==> src/rtl/mem_port_arbiter.sv <==
// mem_port_arbiter
//   Shares one single-ported unified instruction/data memory between the
//   fetch stage and the memory-stage load/store unit. Data requests always
//   win over fetch. Each access is a registered request held until
//   mem_ready_i, or until MAX_WAIT cycles of mem_ready_i low have passed.
//   Loads are lane-selected and sign/zero-extended. Stores get byte enables
//   and lane-replicated data. Misaligned or illegal data accesses complete
//   through the ERR state without touching memory.
//
// Ports
//   clk, rst_n                      clock, async active-low reset
//   if_req_i, if_addr_i             fetch request / byte address
//   if_rdata_o, if_valid_o, if_err_o   fetch completion (one-cycle pulse)
//   dm_rd_i, dm_wr_i, dm_funct3_i   load / store request, size + sign
//   dm_addr_i, dm_wdata_i           data byte address, low-aligned store data
//   dm_rdata_o, dm_valid_o, dm_err_o   data completion (one-cycle pulse)
//   stall_o                         combinational pipeline freeze
//   mem_req_o, mem_we_o, mem_addr_o, mem_be_o, mem_wdata_o   memory request
//   mem_ready_i, mem_rdata_i        memory completion / read word
module mem_port_arbiter #(
  parameter int unsigned MAX_WAIT = 15
) (
  input  logic        clk,
  input  logic        rst_n,
  input  logic        if_req_i,
  input  logic [31:0] if_addr_i,
  output logic [31:0] if_rdata_o,
  output logic        if_valid_o,
  output logic        if_err_o,
  input  logic        dm_rd_i,
  input  logic        dm_wr_i,
  input  logic [2:0]  dm_funct3_i,
  input  logic [31:0] dm_addr_i,
  input  logic [31:0] dm_wdata_i,
  output logic [31:0] dm_rdata_o,
  output logic        dm_valid_o,
  output logic        dm_err_o,
  output logic        stall_o,
  output logic        mem_req_o,
  output logic        mem_we_o,
  output logic [31:0] mem_addr_o,
  output logic [3:0]  mem_be_o,
  output logic [31:0] mem_wdata_o,
  input  logic        mem_ready_i,
  input  logic [31:0] mem_rdata_i
);

  typedef enum logic [1:0] {
    IDLE  = 2'd0,
    DATA  = 2'd1,
    FETCH = 2'd2,
    ERR   = 2'd3
  } state_e;

  localparam logic [7:0] MaxWaitC = 8'(MAX_WAIT);

  // Select the addressed lane of a read word and extend it to 32 bits.
  function automatic logic [31:0] load_ext(input logic [31:0] word,
                                           input logic [1:0]  off,
                                           input logic [2:0]  f3);
    logic [31:0] sh;
    logic [31:0] res;
    sh = word >> {off, 3'b000};
    case (f3[1:0])
      2'b00:   res = {{24{sh[7] & ~f3[2]}}, sh[7:0]};
      2'b01:   res = {{16{sh[15] & ~f3[2]}}, sh[15:0]};
      default: res = sh;
    endcase
    return res;
  endfunction

  state_e      state_q, state_d;
  logic [7:0]  cnt_q, cnt_d;
  logic [7:0]  cnt_inc_s;
  logic [1:0]  off_q;
  logic [2:0]  f3_q;

  logic        if_valid_q, if_err_q;
  logic [31:0] if_rdata_q;
  logic        dm_valid_q, dm_err_q;
  logic [31:0] dm_rdata_q;
  logic        mem_req_q, mem_we_q;
  logic [31:0] mem_addr_q, mem_wdata_q;
  logic [3:0]  mem_be_q;

  logic        dm_req_s, if_elig_s;
  logic        dm_legal_s;
  logic [3:0]  dm_be_s;
  logic [31:0] dm_wdata_s;
  logic        done_s, tmo_s;

  // A requester is ignored while its own valid pulse is out: its stage
  // advances at that edge, so the request still showing is the old one.
  assign dm_req_s  = (dm_rd_i | dm_wr_i) & ~dm_valid_q;
  assign if_elig_s = if_req_i & ~if_valid_q;
  assign cnt_inc_s = cnt_q + 8'd1;

  assign stall_o = ((dm_rd_i | dm_wr_i) & ~dm_valid_q) | (if_req_i & ~if_valid_q);

  // Decode size/alignment of the data request into enables and store lanes.
  always_comb begin
    dm_legal_s = 1'b1;
    dm_be_s    = 4'b0000;
    dm_wdata_s = 32'h0000_0000;
    case (dm_funct3_i)
      3'b000, 3'b100: begin
        dm_be_s    = 4'b0001 << dm_addr_i[1:0];
        dm_wdata_s = {4{dm_wdata_i[7:0]}};
      end
      3'b001, 3'b101: begin
        dm_legal_s = ~dm_addr_i[0];
        dm_be_s    = dm_addr_i[1] ? 4'b1100 : 4'b0011;
        dm_wdata_s = {2{dm_wdata_i[15:0]}};
      end
      3'b010: begin
        dm_legal_s = (dm_addr_i[1:0] == 2'b00);
        dm_be_s    = 4'b1111;
        dm_wdata_s = dm_wdata_i;
      end
      default: begin
        dm_legal_s = 1'b0;
      end
    endcase
  end

  // Next state, wait counter and completion/timeout decisions.
  always_comb begin
    state_d = state_q;
    cnt_d   = cnt_q;
    done_s  = 1'b0;
    tmo_s   = 1'b0;
    case (state_q)
      IDLE: begin
        cnt_d = 8'd0;
        if (dm_req_s) begin
          state_d = dm_legal_s ? DATA : ERR;
        end else if (if_elig_s) begin
          state_d = FETCH;
        end else begin
          state_d = IDLE;
        end
      end
      DATA, FETCH: begin
        // A ready in the last allowed cycle completes normally.
        if (mem_ready_i) begin
          done_s  = 1'b1;
          state_d = IDLE;
        end else if (cnt_inc_s == MaxWaitC) begin
          tmo_s   = 1'b1;
          cnt_d   = cnt_inc_s;
          state_d = IDLE;
        end else begin
          cnt_d   = cnt_inc_s;
        end
      end
      ERR: begin
        state_d = IDLE;
      end
      default: begin
        state_d = IDLE;
      end
    endcase
  end

  // State, latched request and registered outputs.
  always_ff @(posedge clk or negedge rst_n) begin
    if (!rst_n) begin
      state_q     <= IDLE;
      cnt_q       <= 8'd0;
      off_q       <= 2'b00;
      f3_q        <= 3'b000;
      if_valid_q  <= 1'b0;
      if_err_q    <= 1'b0;
      if_rdata_q  <= 32'h0000_0000;
      dm_valid_q  <= 1'b0;
      dm_err_q    <= 1'b0;
      dm_rdata_q  <= 32'h0000_0000;
      mem_req_q   <= 1'b0;
      mem_we_q    <= 1'b0;
      mem_addr_q  <= 32'h0000_0000;
      mem_be_q    <= 4'b0000;
      mem_wdata_q <= 32'h0000_0000;
    end else begin
      state_q    <= state_d;
      cnt_q      <= cnt_d;
      // Completion pulses and their payload last a single cycle.
      if_valid_q <= 1'b0;
      if_err_q   <= 1'b0;
      if_rdata_q <= 32'h0000_0000;
      dm_valid_q <= 1'b0;
      dm_err_q   <= 1'b0;
      dm_rdata_q <= 32'h0000_0000;
      case (state_q)
        IDLE: begin
          if (dm_req_s) begin
            if (dm_legal_s) begin
              mem_req_q   <= 1'b1;
              mem_we_q    <= dm_wr_i;
              mem_addr_q  <= dm_addr_i & 32'hFFFF_FFFC;
              mem_be_q    <= dm_be_s;
              mem_wdata_q <= dm_wdata_s;
              off_q       <= dm_addr_i[1:0];
              f3_q        <= dm_funct3_i;
            end else begin
              dm_valid_q  <= 1'b1;
              dm_err_q    <= 1'b1;
            end
          end else if (if_elig_s) begin
            mem_req_q   <= 1'b1;
            mem_we_q    <= 1'b0;
            mem_addr_q  <= if_addr_i & 32'hFFFF_FFFC;
            mem_be_q    <= 4'b1111;
            mem_wdata_q <= 32'h0000_0000;
          end else begin
            mem_req_q   <= 1'b0;
          end
        end
        DATA, FETCH: begin
          if (done_s || tmo_s) begin
            mem_req_q   <= 1'b0;
            mem_we_q    <= 1'b0;
            mem_addr_q  <= 32'h0000_0000;
            mem_be_q    <= 4'b0000;
            mem_wdata_q <= 32'h0000_0000;
            if (state_q == DATA) begin
              dm_valid_q <= 1'b1;
              dm_err_q   <= tmo_s;
              dm_rdata_q <= (done_s && !mem_we_q) ?
                            load_ext(mem_rdata_i, off_q, f3_q) : 32'h0000_0000;
            end else begin
              if_valid_q <= 1'b1;
              if_err_q   <= tmo_s;
              if_rdata_q <= done_s ? mem_rdata_i : 32'h0000_0000;
            end
          end else begin
            mem_req_q <= 1'b1;
          end
        end
        ERR: begin
          mem_req_q <= 1'b0;
        end
        default: begin
          mem_req_q <= 1'b0;
        end
      endcase
    end
  end

  assign if_rdata_o  = if_rdata_q;
  assign if_valid_o  = if_valid_q;
  assign if_err_o    = if_err_q;
  assign dm_rdata_o  = dm_rdata_q;
  assign dm_valid_o  = dm_valid_q;
  assign dm_err_o    = dm_err_q;
  assign mem_req_o   = mem_req_q;
  assign mem_we_o    = mem_we_q;
  assign mem_addr_o  = mem_addr_q;
  assign mem_be_o    = mem_be_q;
  assign mem_wdata_o = mem_wdata_q;

endmodule

==> config.mk <==
export PLATFORM = sky130hd
export DESIGN_NAME = mem_port_arbiter
export DESIGN_NICKNAME = d
export VERILOG_FILES = /design/src/rtl/mem_port_arbiter.sv
export SDC_FILE = /design/constraint.sdc
export NUM_CORES = 1
export LEC_CHECK = 0
export ABC_AREA = 1
export CAP_MARGIN = 20
export CORE_MARGIN = 4
export CORE_UTILIZATION = 57
export DETAILED_ROUTE_END_ITERATION = 8
export DONT_BUFFER_PORTS = 1
export PLACE_DENSITY = 0.76
export SLEW_MARGIN = 20
export SYNTH_ARGS = -nofsm -noshare
export SYNTH_HDL_FRONTEND = slang
export SYNTH_SLANG_ARGS = --single-unit
==> constraint.sdc <==
create_clock -name clk -period 2 [get_ports clk]
set_clock_uncertainty 0.15 [all_clocks]
set_input_delay 0 -clock clk [delete_from_list [all_inputs] [get_ports clk]]
set_output_delay 0 -clock clk [all_outputs]
set_load 0.005 [all_outputs]
; ---- Word level (Yosys, flattened, before mapping)
; Cells that the tools add are included.
[op_classes]
addsub = 1
mul = 0
div_mod_pow = 0
n_lt_le_gt_ge = 0
n_eq_ne = 14
shift = 2
n_mux = 64
n_bitwise = 10
n_reduce_logical = 14
[ops]
columns = op, n
row1 = 32-bit two-way mux, 15
row2 = 32-bit one-hot mux with 2 select lines, 3
row3 = 32-bit one-hot mux with 3 select lines, 1
row4 = 32-bit by 5-bit >> shifter with 32-bit output, 1
row5 = 1-bit two-way mux, 25
row6 = 4-bit two-way mux, 5
row7 = 8-bit one-hot mux with 2 select lines, 1
row8 = 4-bit one-hot mux with 3 select lines, 1
row9 = 2-bit two-way mux, 5
row10 = "3-bit != test, second input constant", 3
row11 = "8-bit by 1-bit adder with 8-bit output, second input constant", 1
row12 = "8-bit by 4-bit == test with 1-bit output, second input constant", 1
row13 = 8-bit two-way mux, 1
row14 = 4-bit one-hot mux with 2 select lines, 1
row15 = "3-bit == test, second input constant", 2
row16 = 2-bit zero test, 3
row17 = 1-bit one-hot mux with 2 select lines, 3
row18 = 1-bit one-hot mux with 3 select lines, 2
row19 = 2-bit one-hot mux with 3 select lines, 1
row20 = 2-bit OR reduction, 3
row21 = 1-bit AND, 4
row22 = "2-bit by 1-bit == test with 1-bit output, second input constant", 2
row23 = "2-bit == test, second input constant", 2
row24 = "2-bit != test, second input constant", 2
row25 = other kinds (13), 17
[word_totals]
register_bits = 153
latch_bits = 0
ramBits = 0
romBits = 0
in_bits = 137
output_inout_bits = 139
mem_count = 0

; ---- Depth between registers and ports, before layout
; Gate-level depths: netlist of the first run.
[logic_depth]
ltp_word = 8
mapped_depth = 14
depth_no_buf = 12

; ---- Worst setup path before layout of the first run
; OpenSTA, ideal clock, no wires.
[synth_path]
kind = register to register
startpoint = register state_q[0]
endpoint = register dm_rdata_q[16] (netlist: dm_rdata_o[16])
t_arrival_ps = 1828
setup_slack_ps = -49
stages_incl_launch_ff = 12
path_buffers = 3
synth_period_minus_slack_ps = 2049
cell_sequence = dfrtp_1 -> inv_1 -> ha_1 -> buf_2 -> inv_1 -> nor2_1 -> buf_2 -> nand3_1 -> nand2_1 -> nand3_1 -> buf_2 -> nor2_1
[synth_between]
elab_chain_len = 8
elab_cells_between_ends = 11
cone_classes = 2 x eq/ne / 6 x mux / 3 x reduce/logical
[synth_lines]
columns = item, line
row1 = "start, declared", 72  ; state_e state_q, state_d;
row2 = "start signal, assigned", 184  ; state_q <= state_d;
row3 = 2-bit by 1-bit == test with 1-bit output / 2-bit == test (equally long branches), "132, 193, 225"
row4 = 2-bit OR reduction, "132, 193"
row5 = 1-bit two-way mux, 132  ; case (state_q)
row6 = 1-bit logical AND, 228  ; dm_rdata_q <= (done_s && !mem_we_q) ?
row7 = 32-bit two-way mux, 228
row8 = 32-bit two-way mux, 225  ; if (state_q == DATA) begin
row9 = 32-bit two-way mux, 219  ; if (done_s || tmo_s) begin
row10 = 32-bit two-way mux (*), 193  ; case (state_q)
row11 = "end signal, assigned", 228
row12 = "end, declared", 81  ; logic [31:0] dm_rdata_q;
; Mark *: on every way between the ends. The rest lies on a longest branch, timed or not.
; A chain may end at the register's enable or synchronous reset.

; ---- Worst setup path after layout of the first run
[layout_path]
startpoint = register state_q[1]
endpoint = register mem_addr_q[16] (netlist: mem_addr_o[16])
[layout_between]
elab_chain_len = 6
elab_cells_between_ends = 13
cone_classes = 5 x eq/ne / 3 x mux / 5 x reduce/logical
[layout_lines]
columns = item, line
row1 = 2-bit by 1-bit == test with 1-bit output / 2-bit == test (equally long branches), "132, 193"
row2 = 2-bit OR reduction, "132, 193"
row3 = 1-bit two-way mux, 132
row4 = 1-bit logical OR, 219
row5 = 2-bit != test (no line), -
row6 = 4-bit AND reduction (no line), -
row7 = "end signal, assigned", 199  ; mem_addr_q <= dm_addr_i & 32'hFFFF_FFFC;
row8 = "end signal, assigned", 211  ; mem_addr_q <= if_addr_i & 32'hFFFF_FFFC;
row9 = "end, declared", 83  ; logic [31:0] mem_addr_q, mem_wdata_q;
; Several ways; a longest one is shown, not always the timed one.

==> load_flow_metrics.sql, run 1 <==
INSERT INTO impl_metrics (metric_group, metric, value, unit) VALUES
('die', 'start_util', '58.76', '%'),
('synthesis', 'yosysSeqAreaShare', '53.09', '%'),
('timing', 'worst_slack', '-0.1948', 'ns'),
('clocking', 'tritoncts', 'built', ''),
('clocking', 'number_of_cts_inserted_buffers', '17', ''),
('setup_path', 'cpMaxStageDelayCell', 'dfrtp_1', ''),
('pwr', 'switchingPower', '6.414', 'mW'),
('setup_path', 'cp_cell_sequence', 'inv_1 -> ha_4 -> inv_1 -> nor2_1 -> nand3_2 -> o21ai_2 -> nor2_4 -> nand2_4 -> buf_16 -> nand2_1 -> o21ai_1', ''),
('grt', 'first_pass_grt_wire_length', '37870', 'um'),
('grt', 'total_overflow_reported_by_the_global_router', '0', ''),
('final_layout', 'area_growth', '40.12', '%'),
('clocking', 'cts_hold_buf', '148', ''),
('timing', 'finalHoldWorstSlack', '-0.8763', 'ns'),
('status', 'outcome', 'finished, violations left', ''),
('pwr', 'comb_power_share', '46.5', '%'),
('grt', 'grt_use_met1', '39.27', '%'),
('drt', 'detail_route.wl_per_cell', '21.10', 'um'),
('setup_path', 'critical_path.max_stage_delay', '0.40', 'ns'),
('timing', 'final_hold_viol_count', '151', ''),
('synthesis', 'synth_flop_cell', 'dfrtp_1', ''),
('clocking', 'worst_setup_hold_path_clk_slew', '0.07', 'ns'),
('grt', 'grt_antenna_before_repair', '1', ''),
('synthesis', 'netlist_top_cells_area', 'dfrtp_1, nand2_1, o21ai_0, nor2_1, o21ai_1', ''),
('clocking', 'clock_tree.root_cell', 'clkbuf_16', ''),
('setup_path', 'critPathRequiredTime', '2.18', 'ns'),
('timing', 'slew_at_the_pin_closest_to_its_max_slew_limit', '0.5067', 'ns'),
('timing', 'rsz0062_at_grt', 'yes', ''),
('synthesis', 'synth_top_area_share', '53.09', '%'),
('final_layout', 'final_design_area_no_fill', '9972', 'um2'),
('clocking', 'clk_path_buf_depth', '2', ''),
('synthesis', 'synth-edff-count', '0', ''),
('timing', 'setup-violations-final', '92', ''),
('final_layout', 'final_core_util', '82.33', '%'),
('pwr', 'power.ir.vdd_worst', '0.9932', 'mV'),
('status', 'violations_in_the_final_reports', 'negative hold slack, negative setup slack', ''),
('placement', 'placement.io_buffers', '0', ''),
('setup_path', 'crit_path_end_kind', 'register', ''),
('placement', 'dpl_cell_area', '7391', 'um2'),
('pwr', 'power.share.switching', '42.72', '%'),
('setup_path', 'crit_path_max_fanout', '16', ''),
('drt', 'routed_wl', '26140', 'um'),
('synthesis', 'ys_seq_elements', '151', ''),
('synthesis', 'synth_warnings', '0', ''),
('pwr', 'p_int', '8.599', 'mW'),
('setup_path', 'timing_worst_setup_path_type', 'reg2reg', ''),
('drt', 'detail-route-antenna-nets', '0', ''),
('timing', 'slew_viol_final', '0', ''),
('die', 'die_area', '14340', 'um2'),
('die', 'die_x', '119.7', 'um'),
('synthesis', 'synthDistinctLibCells', '32', ''),
('die', 'num_rows', '40', ''),
('drt', 'route.detailed.vias_per_inst', '5.952', ''),
('grt', 'via_count_of_the_first_global_routing_pass', '7155', ''),
('setup_path', 'cp_data_arrival_time', '2.38', 'ns'),
('die', 'dieHeight', '119.7', 'um'),
('timing', 'period_needed', '2.195', 'ns'),
('synthesis', 'synth.cell_area', '7117', 'um2'),
('clocking', 'clock_latency_of_the_later_clocked_register_in_the_worst_skew_pair', '0.42', 'ns'),
('pwr', 'power.static_leakage', '4.647', 'nW'),
('die', 'core_region_area', '12110', 'um2'),
('placement', 'dpl.hpwl', '13720', 'um'),
('timing', 'timing.max_slew.rel_slack', '65.86', '%'),
('synthesis', 'yosys.cell_count.top_type', 'nand2_1', ''),
('final_layout', 'drive_gt1_share', '13.01', '%'),
('final_layout', 'fin_nets', '1199', ''),
('setup_path', 'critical_path.most_common_cell', 'inv_1', ''),
('placement', 'gp_routability_congestion', '0.9029', ''),
('die', 'pin_count', '276', ''),
('grt', 'grt_busiest_layer', 'met2', ''),
('pwr', 'power.density', '1505', 'nW/um2'),
('grt', 'grtUsageTotal', '33.59', '%');
## power groups by stage
stage / sequential [mW] / clock, mW / combinational, mW
after floorplan: 4.36 / 0 / 3.93
after CTS: 4.57 / 3.38 / 5.77
after global routing: 4.69 / 3.56 / 7.50
final: 4.65 / 3.38 / 6.98
after global placement: 4.58 / 0 / 4.76
after detailed placement: 4.61 / 0 / 4.94
## final timing paths
check | slack [ns] | to | cells past startpoint | start
max | -0.19 | mem_addr_o[16]$_DFFE_PN0P_ | 11 | state_q[1]$_DFFE_PN0P_
min | -0.88 | dm_rdata_o[1]$_DFF_PN0_ | 0 | rst_n
max reg2reg | -0.19 | mem_addr_o[16]$_DFFE_PN0P_ | 11 | state_q[1]$_DFFE_PN0P_
min reg2reg | 0.38 | mem_addr_o[7]$_DFFE_PN0P_ | 2 | mem_addr_o[7]$_DFFE_PN0P_
max in group asynchronous | 2.33 | mem_addr_o[28]$_DFFE_PN0P_ | 0 | rst_n
min in group clk | 0.12 | if_rdata_o[2]$_DFF_PN0_ | 3 | mem_rdata_i[2]
## metrics by stage
| step | TNS (ns) | setup slack, ns | total power, mW | cells | hold WS (ns) |
|---|---|---|---|---|---|
| final | -11.03 | -0.1948 | 15.01 | 1239 | -0.8763 |
| after global placement | 0 | 0.03489 | 9.340 | 1044 | -0.4389 |
| after global routing | -20.77 | -0.2764 | 15.75 | 1237 | -0.8973 |
| after CTS | -0.001691 | -0.001691 | 13.72 | 1226 | -0.8875 |
| after detailed placement | -1.512 | -0.08419 | 9.550 | 1044 | -0.4401 |
| after floorplan | 0 | 0.01174 | 8.292 | 891 | -0.4456 |
## registers in the layout (all words and copies together) (netlist names), 2 cells and up
name,flops
dm_rdata_o,32
if_rdata_o,32
mem_wdata_o,32
mem_addr_o,30
cnt_q,8
mem_be_o,4
f3_q,3
off_q,2
state_q,2
## critical path: cells and delay by family, from the launching register on
| kind | cells | cell delay, ns |
|---|---|---|
| DFF | 1 | 0.40 |
| and+or+nand+nor | 5 | 0.75 |
| adders and majority gates | 1 | 0.15 |
| buffers and inverters | 3 | 0.38 |
| AOI/OAI and AO/OA | 2 | 0.26 |
## timing repair
action	CTS	global route
hold endpoints to repair	302	151
setup endpoints to repair	75	100
gates resized for setup	17	58
cloned	2	5
buffers inserted	2	5
pin swaps	5	4
## layout by cell type, fill, tap and decap left out, types with 3 or more instances in the layout
cell	Yosys	layout
nand2_1	227	213
dfrtp_1	151	151
dlygate4sd3_1	0	148
nor2_1	137	126
o21ai_0	103	99
o21ai_1	66	62
inv_1	63	62
buf_4	5	31
a21oi_1	24	23
clkbuf_16	0	20
nand3_1	15	12
nand2_2	2	12
nor2_4	1	11
o21ai_2	2	10
o211ai_1	8	8
o21a_1	6	6
nor2_2	5	6
buf_6	7	6
nand2_4	1	5
buf_12	0	5
nand3_2	3	4
bufinv_16	0	4
clkinv_2	0	4
diode_2	0	3
a22o_1	3	3
inv_2	2	3
clkinv_1	3	3
nand4_1	3	3
o22ai_1	3	3
ha_1	5	3
buf_16	0	3
## layout make-up
cell class / instances / area (um2)
Antenna cell: 3 / 7.507
Clock inverter: 12 / 175.2
Inverter: 68 / 255.2
Timing Repair Buffer: 197 / 2054
Sequential cell: 151 / 3779
Multi-Input combinational cell: 622 / 3052
Tap cell: 168 / 210.2
Fill cell: 646 / 2140
Clock buffer: 18 / 439.2
## cell families after synthesis
family	synth area share [%]
adder cells (fa/ha/maj)	0.8790
AO/OA/AOI/OAI	16.51
AND/OR/NAND/NOR	22.01
buffers and inverters	7.455
other	0.05269
flip-flops	53.09
## metal layers
layer	share of wire, %	up-vias
li1	-	3185
met1	35	3433
met2	49	619
met3	10	137
met4	5.5	0
met5	0	-
No activity file was read; power rests on OpenSTA's default activity.
==> run 2, diff against run 1 <==
--- a/config.mk
+++ b/config.mk
@@ -7,8 +7,10 @@
 export LEC_CHECK = 0
 export ABC_AREA = 1
 export CAP_MARGIN = 20
+export CELL_PAD_IN_SITES_DETAIL_PLACEMENT = 0
+export CELL_PAD_IN_SITES_GLOBAL_PLACEMENT = 2
 export CORE_MARGIN = 4
-export CORE_UTILIZATION = 57
+export CORE_UTILIZATION = 31
 export DETAILED_ROUTE_END_ITERATION = 8
 export DONT_BUFFER_PORTS = 1
 export PLACE_DENSITY = 0.76
==> run 2 against run 1 <==
  * The flow still finishes with violations (negative hold slack, negative setup slack)
  * Wire length is 8.6% lower
  * Clock power hardly changed
  * Sequential power is 1% lower
  * Setup slack better by 0.13 ns
  * Critical path depth stayed put
  * Critical path type unchanged
  * Largest cell class unchanged
==> load_flow_metrics.sql, run 2 (synthesis results as in run 1) <==
INSERT INTO impl_metrics (metric_group, metric, value, unit) VALUES
('setup_path', 'crit_path_max_fanout', '21', ''),
('final_layout', 'layout.area.seq', '3779', 'um2'),
('die', 'dieHeight', '159.5', 'um'),
('min_path', 'kind_of_path_behind_the_tightest_hold_check', 'in2async', ''),
('setup_path', 'cp_data_arrival_time', '2.24', 'ns'),
('pwr', 'p_int', '8.487', 'mW'),
('clocking', 'worst_setup_hold_path_clk_slew', '0.08', 'ns'),
('grt', 'grt_antenna_before_repair', '2', ''),
('timing', 'setup-violations-final', '45', ''),
('clocking', 'tritoncts', 'built', ''),
('timing', 'rsz0062_at_grt', 'yes', ''),
('drt', 'detail_route.wl_per_cell', '17.58', 'um'),
('timing', 'fin_crit_sh', '103.4', '%'),
('setup_path', 'critical_path.max_stage_delay', '0.39', 'ns'),
('timing', 'worst_slack', '-0.06787', 'ns'),
('placement', 'placement.io_buffers', '0', ''),
('setup_path', 'critPathRequiredTime', '2.17', 'ns'),
('final_layout', 'final_cell_mix', 'nand2_1, dfrtp_1, dlygate4sd3_1', ''),
('drt', 'detail-route-antenna-nets', '0', ''),
('timing', 'achievable-frequency', '0.4836', 'GHz'),
('grt', 'via_count_of_the_first_global_routing_pass', '6583', ''),
('final_layout', 'fin_nets', '1202', ''),
('die', 'die_area', '25450', 'um2'),
('placement', 'gp_routability_congestion', '0.7960', ''),
('setup_path', 'critical-path-top-delay-family', 'simple AND/OR/NAND/NOR gates', ''),
('final_layout', 'area_growth', '42.35', '%'),
('setup_path', 'timing.critical_path.buf_inv', '1', ''),
('drt', 'first_iter_violations', '446', ''),
('final_layout', 'mostFrequentLayoutCell', 'nand2_1', ''),
('drt', 'drcViolationCount', '0', ''),
('final_layout', 'fill_cell_instance_count_of_the_final_layout', '2242', ''),
('pwr', 'seq_power_share', '31.4', '%'),
('die', 'num_rows', '55', ''),
('clocking', 'htree_num_levels', '4', ''),
('setup_path', 'start_kind', 'register', ''),
('timing', 'period_needed', '2.068', 'ns'),
('pwr', 'switchingPower', '6.150', 'mW'),
('placement', 'dpl.hpwl', '15460', 'um'),
('die', 'die_x', '159.5', 'um'),
('setup_path', 'crit_start', 'cnt_q[0]$_DFFE_PN0P_', ''),
('pwr', 'power.share.clock', '23.1', '%'),
('status', 'violations_in_the_final_reports', 'negative hold slack, negative setup slack', ''),
('drt', 'vias', '6498', ''),
('setup_path', 'cp_cell_sequence', 'ha_2 -> nand3_2 -> o21ai_2 -> nand2_2 -> nor2_4 -> nand2_1 -> nand2_2 -> nand2_8 -> clkbuf_16 -> nand2_1 -> o21ai_1', ''),
('pwr', 'comb_power_share', '45.5', '%'),
('grt', 'grt_max_degree', '152', ''),
('timing', 'slew_viol_final', '0', ''),
('drt', 'route.detailed.vias_per_inst', '4.781', ''),
('setup_path', 'r2r_start', 'cnt_q[0]$_DFFE_PN0P_', ''),
('die', 'core_region_area', '22640', 'um2'),
('clocking', 'clock_latency_of_the_later_clocked_register_in_the_worst_skew_pair', '0.42', 'ns'),
('flow_run', 'drv.max_cap_violation_count', '0', ''),
('pwr', 'power.static_leakage', '4.676', 'nW'),
('grt', 'first_pass_grt_wire_length', '36920', 'um'),
('clocking', 'number_of_cts_inserted_buffers', '17', ''),
('setup_path', 'timing_worst_setup_path_type', 'reg2reg', ''),
('clocking', 'clock_tree.root_cell', 'clkbuf_16', ''),
('timing', 'finalHoldWorstSlack', '-0.8738', 'ns'),
('setup_path', 'cpMaxStageDelayCell', 'dfrtp_1', ''),
('final_layout', 'final_core_util', '44.75', '%'),
('grt', 'total_overflow_reported_by_the_global_router', '0', ''),
('drt', 'drt-pass1-iter-count', '4', ''),
('clocking', 'cts.sinks', '151', ''),
('setup_path', 'crit_path_end_kind', 'register', ''),
('final_layout', 'drive_gt1_share', '15.47', '%'),
('pwr', 'power.share.switching', '42.02', '%'),
('drt', 'routed_wl', '23890', 'um'),
('pwr', 'power.density', '1445', 'nW/um2'),
('timing', 'final_hold_viol_count', '228', ''),
('clocking', 'clk_path_buf_depth', '2', ''),
('grt', 'grtUsageTotal', '18.13', '%'),
('pwr', 'power.ir.vdd_worst', '0.8928', 'mV'),
('die', 'pin_count', '276', ''),
('die', 'start_util', '31.43', '%'),
('status', 'outcome', 'finished, violations left', ''),
('final_layout', 'multi_input_area', '3033', 'um2');
==> run 2: power groups by stage <==
stage,Sequential [mW],Clock (mW),Combinational [mW]
after detailed placement,4.64,0,5.34
after CTS,4.59,3.48,6.05
final,4.60,3.38,6.66
after global routing,4.69,3.62,7.46
after floorplan,4.36,0,3.93
after global placement,4.64,0,5.30
==> run 2: final timing paths <==
check                                                    to  slack (ns)  depth (start not counted)
min in group clk                       cnt_q[1]$_DFFE_PN0P_       -0.29                          2
worst max-delay path            mem_wdata_o[10]$_DFFE_PN0P_       -0.07                         11
max in group asynchronous          dm_rdata_o[11]$_DFF_PN0_        2.37                          0
worst min register to register    mem_addr_o[7]$_DFFE_PN0P_        0.37                          2
worst max register to register  mem_wdata_o[10]$_DFFE_PN0P_       -0.07                         11
worst min-delay path                   cnt_q[5]$_DFFE_PN0P_       -0.87                          0
==> run 2: layer usage <==
layer / vias up / part of all wire [%] / track usage, %
met3: 31 / 6.6 / 6.420
li1: 3208 / - / -
met5: - / 0.029 / 0
met1: 3080 / 43 / 22.78
met4: 2 / 1.8 / 5.089
met2: 177 / 48 / 29.66
==> run 2: per-stage QoR <==
step | worst slack [ns] | instance area [um2] | setup TNS [ns] | total power, mW | std cells
after floorplan | 0.01174 | 7131 | 0 | 8.292 | 891
after global placement | 0.02636 | 7617 | 0 | 9.947 | 1170
after detailed placement | 0.0009224 | 7617 | 0 | 9.976 | 1170
after CTS | -0.01469 | 9749 | -0.08101 | 14.13 | 1347
after global routing | -0.1502 | 10130 | -9.112 | 15.78 | 1359
final | -0.06787 | 10130 | -0.5053 | 14.64 | 1359
==> run 2: timing repair <==
| item | 4_1_cts | 5_1_grt |
|---|---|---|
| gates cloned | 2 | 5 |
| hold endpoints to repair | 302 | 235 |
| setup endpoints to repair | 29 | 101 |
| hold buffers | 140 | 3 |
| pin swaps | 5 | 8 |
| buffers inserted | 3 | 4 |
| gates resized for setup | 9 | 68 |
==> run 2: layout make-up <==
cell class                      count  share of cell area [%]
Antenna cell                        1                 0.02470
Clock buffer                       18                   4.335
Clock inverter                     14                   1.815
Inverter                           68                   2.519
Multi-Input combinational cell    621                   29.94
Sequential cell                   151                   37.30
Tap cell                          285                   3.520
Timing Repair Buffer              201                   20.55
==> run 3, diff against run 2 <==
--- a/config.mk
+++ b/config.mk
@@ -14,6 +14,7 @@
 export DETAILED_ROUTE_END_ITERATION = 8
 export DONT_BUFFER_PORTS = 1
 export PLACE_DENSITY = 0.76
+export SETUP_SLACK_MARGIN = 0.02
 export SLEW_MARGIN = 20
 export SYNTH_ARGS = -nofsm -noshare
 export SYNTH_HDL_FRONTEND = slang
==> run 3 against run 2 <==
  * The flow still finishes with violations (negative hold slack, negative setup slack)
  * Sequential power increased by 2%
  * Critical path depth increased by 2
  * Critical endpoint is now mem_addr_o[12]$_DFFE_PN0P_
  * Setup slack got worse by 0.022 ns
  * Global-route usage decreased by 0.61 points
  * Utilization increased by 2.0 points
  * Wire length increased by 3.1%
  * Maximum frequency decreased by 1.0%
  * Die area unchanged
  * Sequential cell count unchanged
  * First-iteration DRC count decreased by 7.6%
  * Highest routed layer is now met4
==> load_flow_metrics.sql, run 3 (synthesis results as in run 1) <==
INSERT INTO impl_metrics (metric_group, metric, value, unit) VALUES
('grt', 'grt_antenna_before_repair', '2', ''),
('grt', 'grt_max_degree', '152', ''),
('timing', 'period_needed', '2.090', 'ns'),
('clocking', 'htree_num_levels', '4', ''),
('die', 'core_region_area', '22640', 'um2'),
('grt', 'globalRouteMet3Util', '5.048', '%'),
('clocking', 'number_of_cts_inserted_buffers', '17', ''),
('die', 'die_x', '159.5', 'um'),
('setup_path', 'critPathRequiredTime', '2.15', 'ns'),
('status', 'violations_in_the_final_reports', 'negative hold slack, negative setup slack', ''),
('final_layout', 'mostFrequentLayoutCell', 'nand2_1', ''),
('grt', 'total_overflow_reported_by_the_global_router', '0', ''),
('timing', 'final_hold_viol_count', '151', ''),
('drt', 'routed_wl', '24630', 'um'),
('timing', 'worst_slack', '-0.08974', 'ns'),
('final_layout', 'final_core_util', '46.79', '%'),
('pwr', 'power.ir.vdd_worst', '0.7878', 'mV'),
('placement', 'dpl_worst_slack', '-0.1142', 'ns'),
('setup_path', 'critical_path.max_stage_delay', '0.43', 'ns'),
('final_layout', 'drive_gt1_share', '18.53', '%'),
('grt', 'via_count_of_the_first_global_routing_pass', '6641', ''),
('final_layout', 'fin_nets', '1220', ''),
('setup_path', 'cp_data_arrival_time', '2.24', 'ns'),
('final_layout', 'final_cell_mix', 'nand2_1, dfrtp_1, dlygate4sd3_1', ''),
('drt', 'first_iter_violations', '412', ''),
('setup_path', 'crit_path_max_fanout', '6', ''),
('clocking', 'cts.sinks', '151', ''),
('pwr', 'power.density', '1536', 'nW/um2'),
('timing', 'rsz0062_at_grt', 'yes', ''),
('clocking', 'clk_path_buf_depth', '2', ''),
('setup_path', 'cp_cell_sequence', 'ha_4 -> inv_2 -> nand2_2 -> nand2_2 -> nor2_1 -> nand3_1 -> nor2_4 -> nand2_4 -> nand2_8 -> nand2_8 -> clkbuf_16 -> nand2_2 -> o21ai_1', ''),
('die', 'start_util', '31.43', '%'),
('drt', 'detail_route.wl_per_cell', '17.89', 'um'),
('die', 'dieHeight', '159.5', 'um'),
('grt', 'grtUsageTotal', '17.52', '%'),
('clocking', 'worst_setup_hold_path_clk_slew', '0.07', 'ns'),
('timing', 'slew_viol_final', '0', ''),
('placement', 'placement.io_buffers', '0', ''),
('setup_path', 'cpMaxStageDelayCell', 'dfrtp_1', ''),
('grt', 'grt_busiest_layer', 'met2', ''),
('drt', 'drcViolationCount', '0', ''),
('flow_run', 'drv.max_cap_violation_count', '0', ''),
('setup_path', 'start_kind', 'register', ''),
('drt', 'detail-route-antenna-nets', '0', ''),
('final_layout', 'fill_cell_instance_count_of_the_final_layout', '2213', ''),
('placement', 'dpl.hpwl', '15280', 'um'),
('drt', 'vias', '6679', ''),
('final_layout', 'final_design_area_no_fill', '10590', 'um2'),
('placement', 'placed_cells_incl_taps', '1169', ''),
('placement', 'dpl_cell_area', '7615', 'um2'),
('timing', 'fin_setup_tns', '-3.675', 'ns'),
('timing', 'setup-violations-final', '72', ''),
('setup_path', 'crit_path_end_kind', 'register', ''),
('setup_path', 'timing_worst_setup_path_type', 'reg2reg', ''),
('timing', 'achievable-frequency', '0.4785', 'GHz'),
('status', 'outcome', 'finished, violations left', ''),
('clocking', 'tritoncts', 'built', ''),
('timing', 'fin_crit_sh', '104.5', '%'),
('grt', 'first_pass_grt_wire_length', '36230', 'um'),
('die', 'num_rows', '55', ''),
('drt', 'route.detailed.vias_per_inst', '4.850', ''),
('grt', 'grt_use_met1', '22.71', '%'),
('placement', 'gp_routability_congestion', '0.7712', ''),
('clocking', 'clock_tree.root_cell', 'clkbuf_16', ''),
('pwr', 'finalPower', '16.27', 'mW'),
('timing', 'finalHoldWorstSlack', '-0.8818', 'ns'),
('grt', 'globalRouteMet2Util', '28.72', '%'),
('die', 'pin_count', '276', ''),
('pwr', 'power.static_leakage', '4.943', 'nW'),
('final_layout', 'area_growth', '48.84', '%'),
('min_path', 'kind_of_path_behind_the_tightest_hold_check', 'in2async', ''),
('clocking', 'clock_latency_of_the_later_clocked_register_in_the_worst_skew_pair', '0.42', 'ns'),
('final_layout', 'final_cells', '1377', ''),
('drt', 'drt-pass1-iter-count', '5', ''),
('setup_path', 'critical_path.most_common_cell', 'nand2_2', ''),
('die', 'die_area', '25450', 'um2');
[run 3: changes by cell type in the layout (fill, tap and decap cells not counted), moves of 3 or more]
| cell | delta |
|---|---|
| o21ai_2 | +15 |
| nor2_2 | -19 |
| nand2_4 | +23 |
| buf_12 | +3 |
| clkbuf_16 | +5 |
| dlygate4sd3_1 | +10 |
| nor2_1 | +18 |
| o21ai_1 | -15 |
| nand2_1 | -30 |
| nand2_2 | +8 |
[run 3: final timing paths]
path | startpoint | end | slack (ns) | cells past startpoint
worst min-delay path | rst_n | dm_rdata_o[20]$_DFF_PN0_ | -0.88 | 0
min in group clk | dm_funct3_i[1] | mem_wdata_o[8]$_DFFE_PN0P_ | 0.02 | 5
worst max-delay path | cnt_q[1]$_DFFE_PN0P_ | mem_addr_o[12]$_DFFE_PN0P_ | -0.09 | 13
worst max register to register | cnt_q[1]$_DFFE_PN0P_ | mem_addr_o[12]$_DFFE_PN0P_ | -0.09 | 13
worst min register to register | mem_addr_o[18]$_DFFE_PN0P_ | mem_addr_o[18]$_DFFE_PN0P_ | 0.37 | 2
max in group asynchronous | rst_n | mem_wdata_o[12]$_DFFE_PN0P_ | 2.41 | 0
[run 3: metal layers]
layer | up-vias | wire length [um]
li1 | 3244 | -
met1 | 3212 | 10780
met2 | 206 | 12060
met3 | 17 | 1537
met4 | 0 | 258
met5 | - | 0
[run 3: power breakdown]
part           switching (mW)  internal, mW
clock                    1.46          1.77
sequential              0.799          3.88
combinational            4.70          3.66
[run 3: worst max-delay path, delay by kind of cell, from the launching register on]
family	cells	cell delay (ns)
adder cells (fa/ha/maj)	1	0.19
flip-flops	1	0.43
AND/OR/NAND/NOR	9	0.90
buffers and inverters	2	0.23
AO/OA/AOI/OAI	1	0.06
[run 3: cell type report]
type / count / area (um2) / share of cell area [%]
antenna: 2 / 5.005 / 0.04725
clock buffer: 17 / 425.4 / 4.016
clock inverter: 14 / 158.9 / 1.500
inverter: 68 / 255.2 / 2.410
multi-input combinational: 624 / 3298 / 31.14
sequential: 151 / 3779 / 35.67
tap: 285 / 356.6 / 3.366
timing repair buffer: 216 / 2315 / 21.85
[run 3: timing repair]
item,in CTS,in global routing
gates resized for setup,6,127
endpoints found under the hold margin,302,245
hold buffers,142,9
endpoints found under the setup margin,98,100
pin swaps,1,12
setup buffers,1,6
cloned,0,17
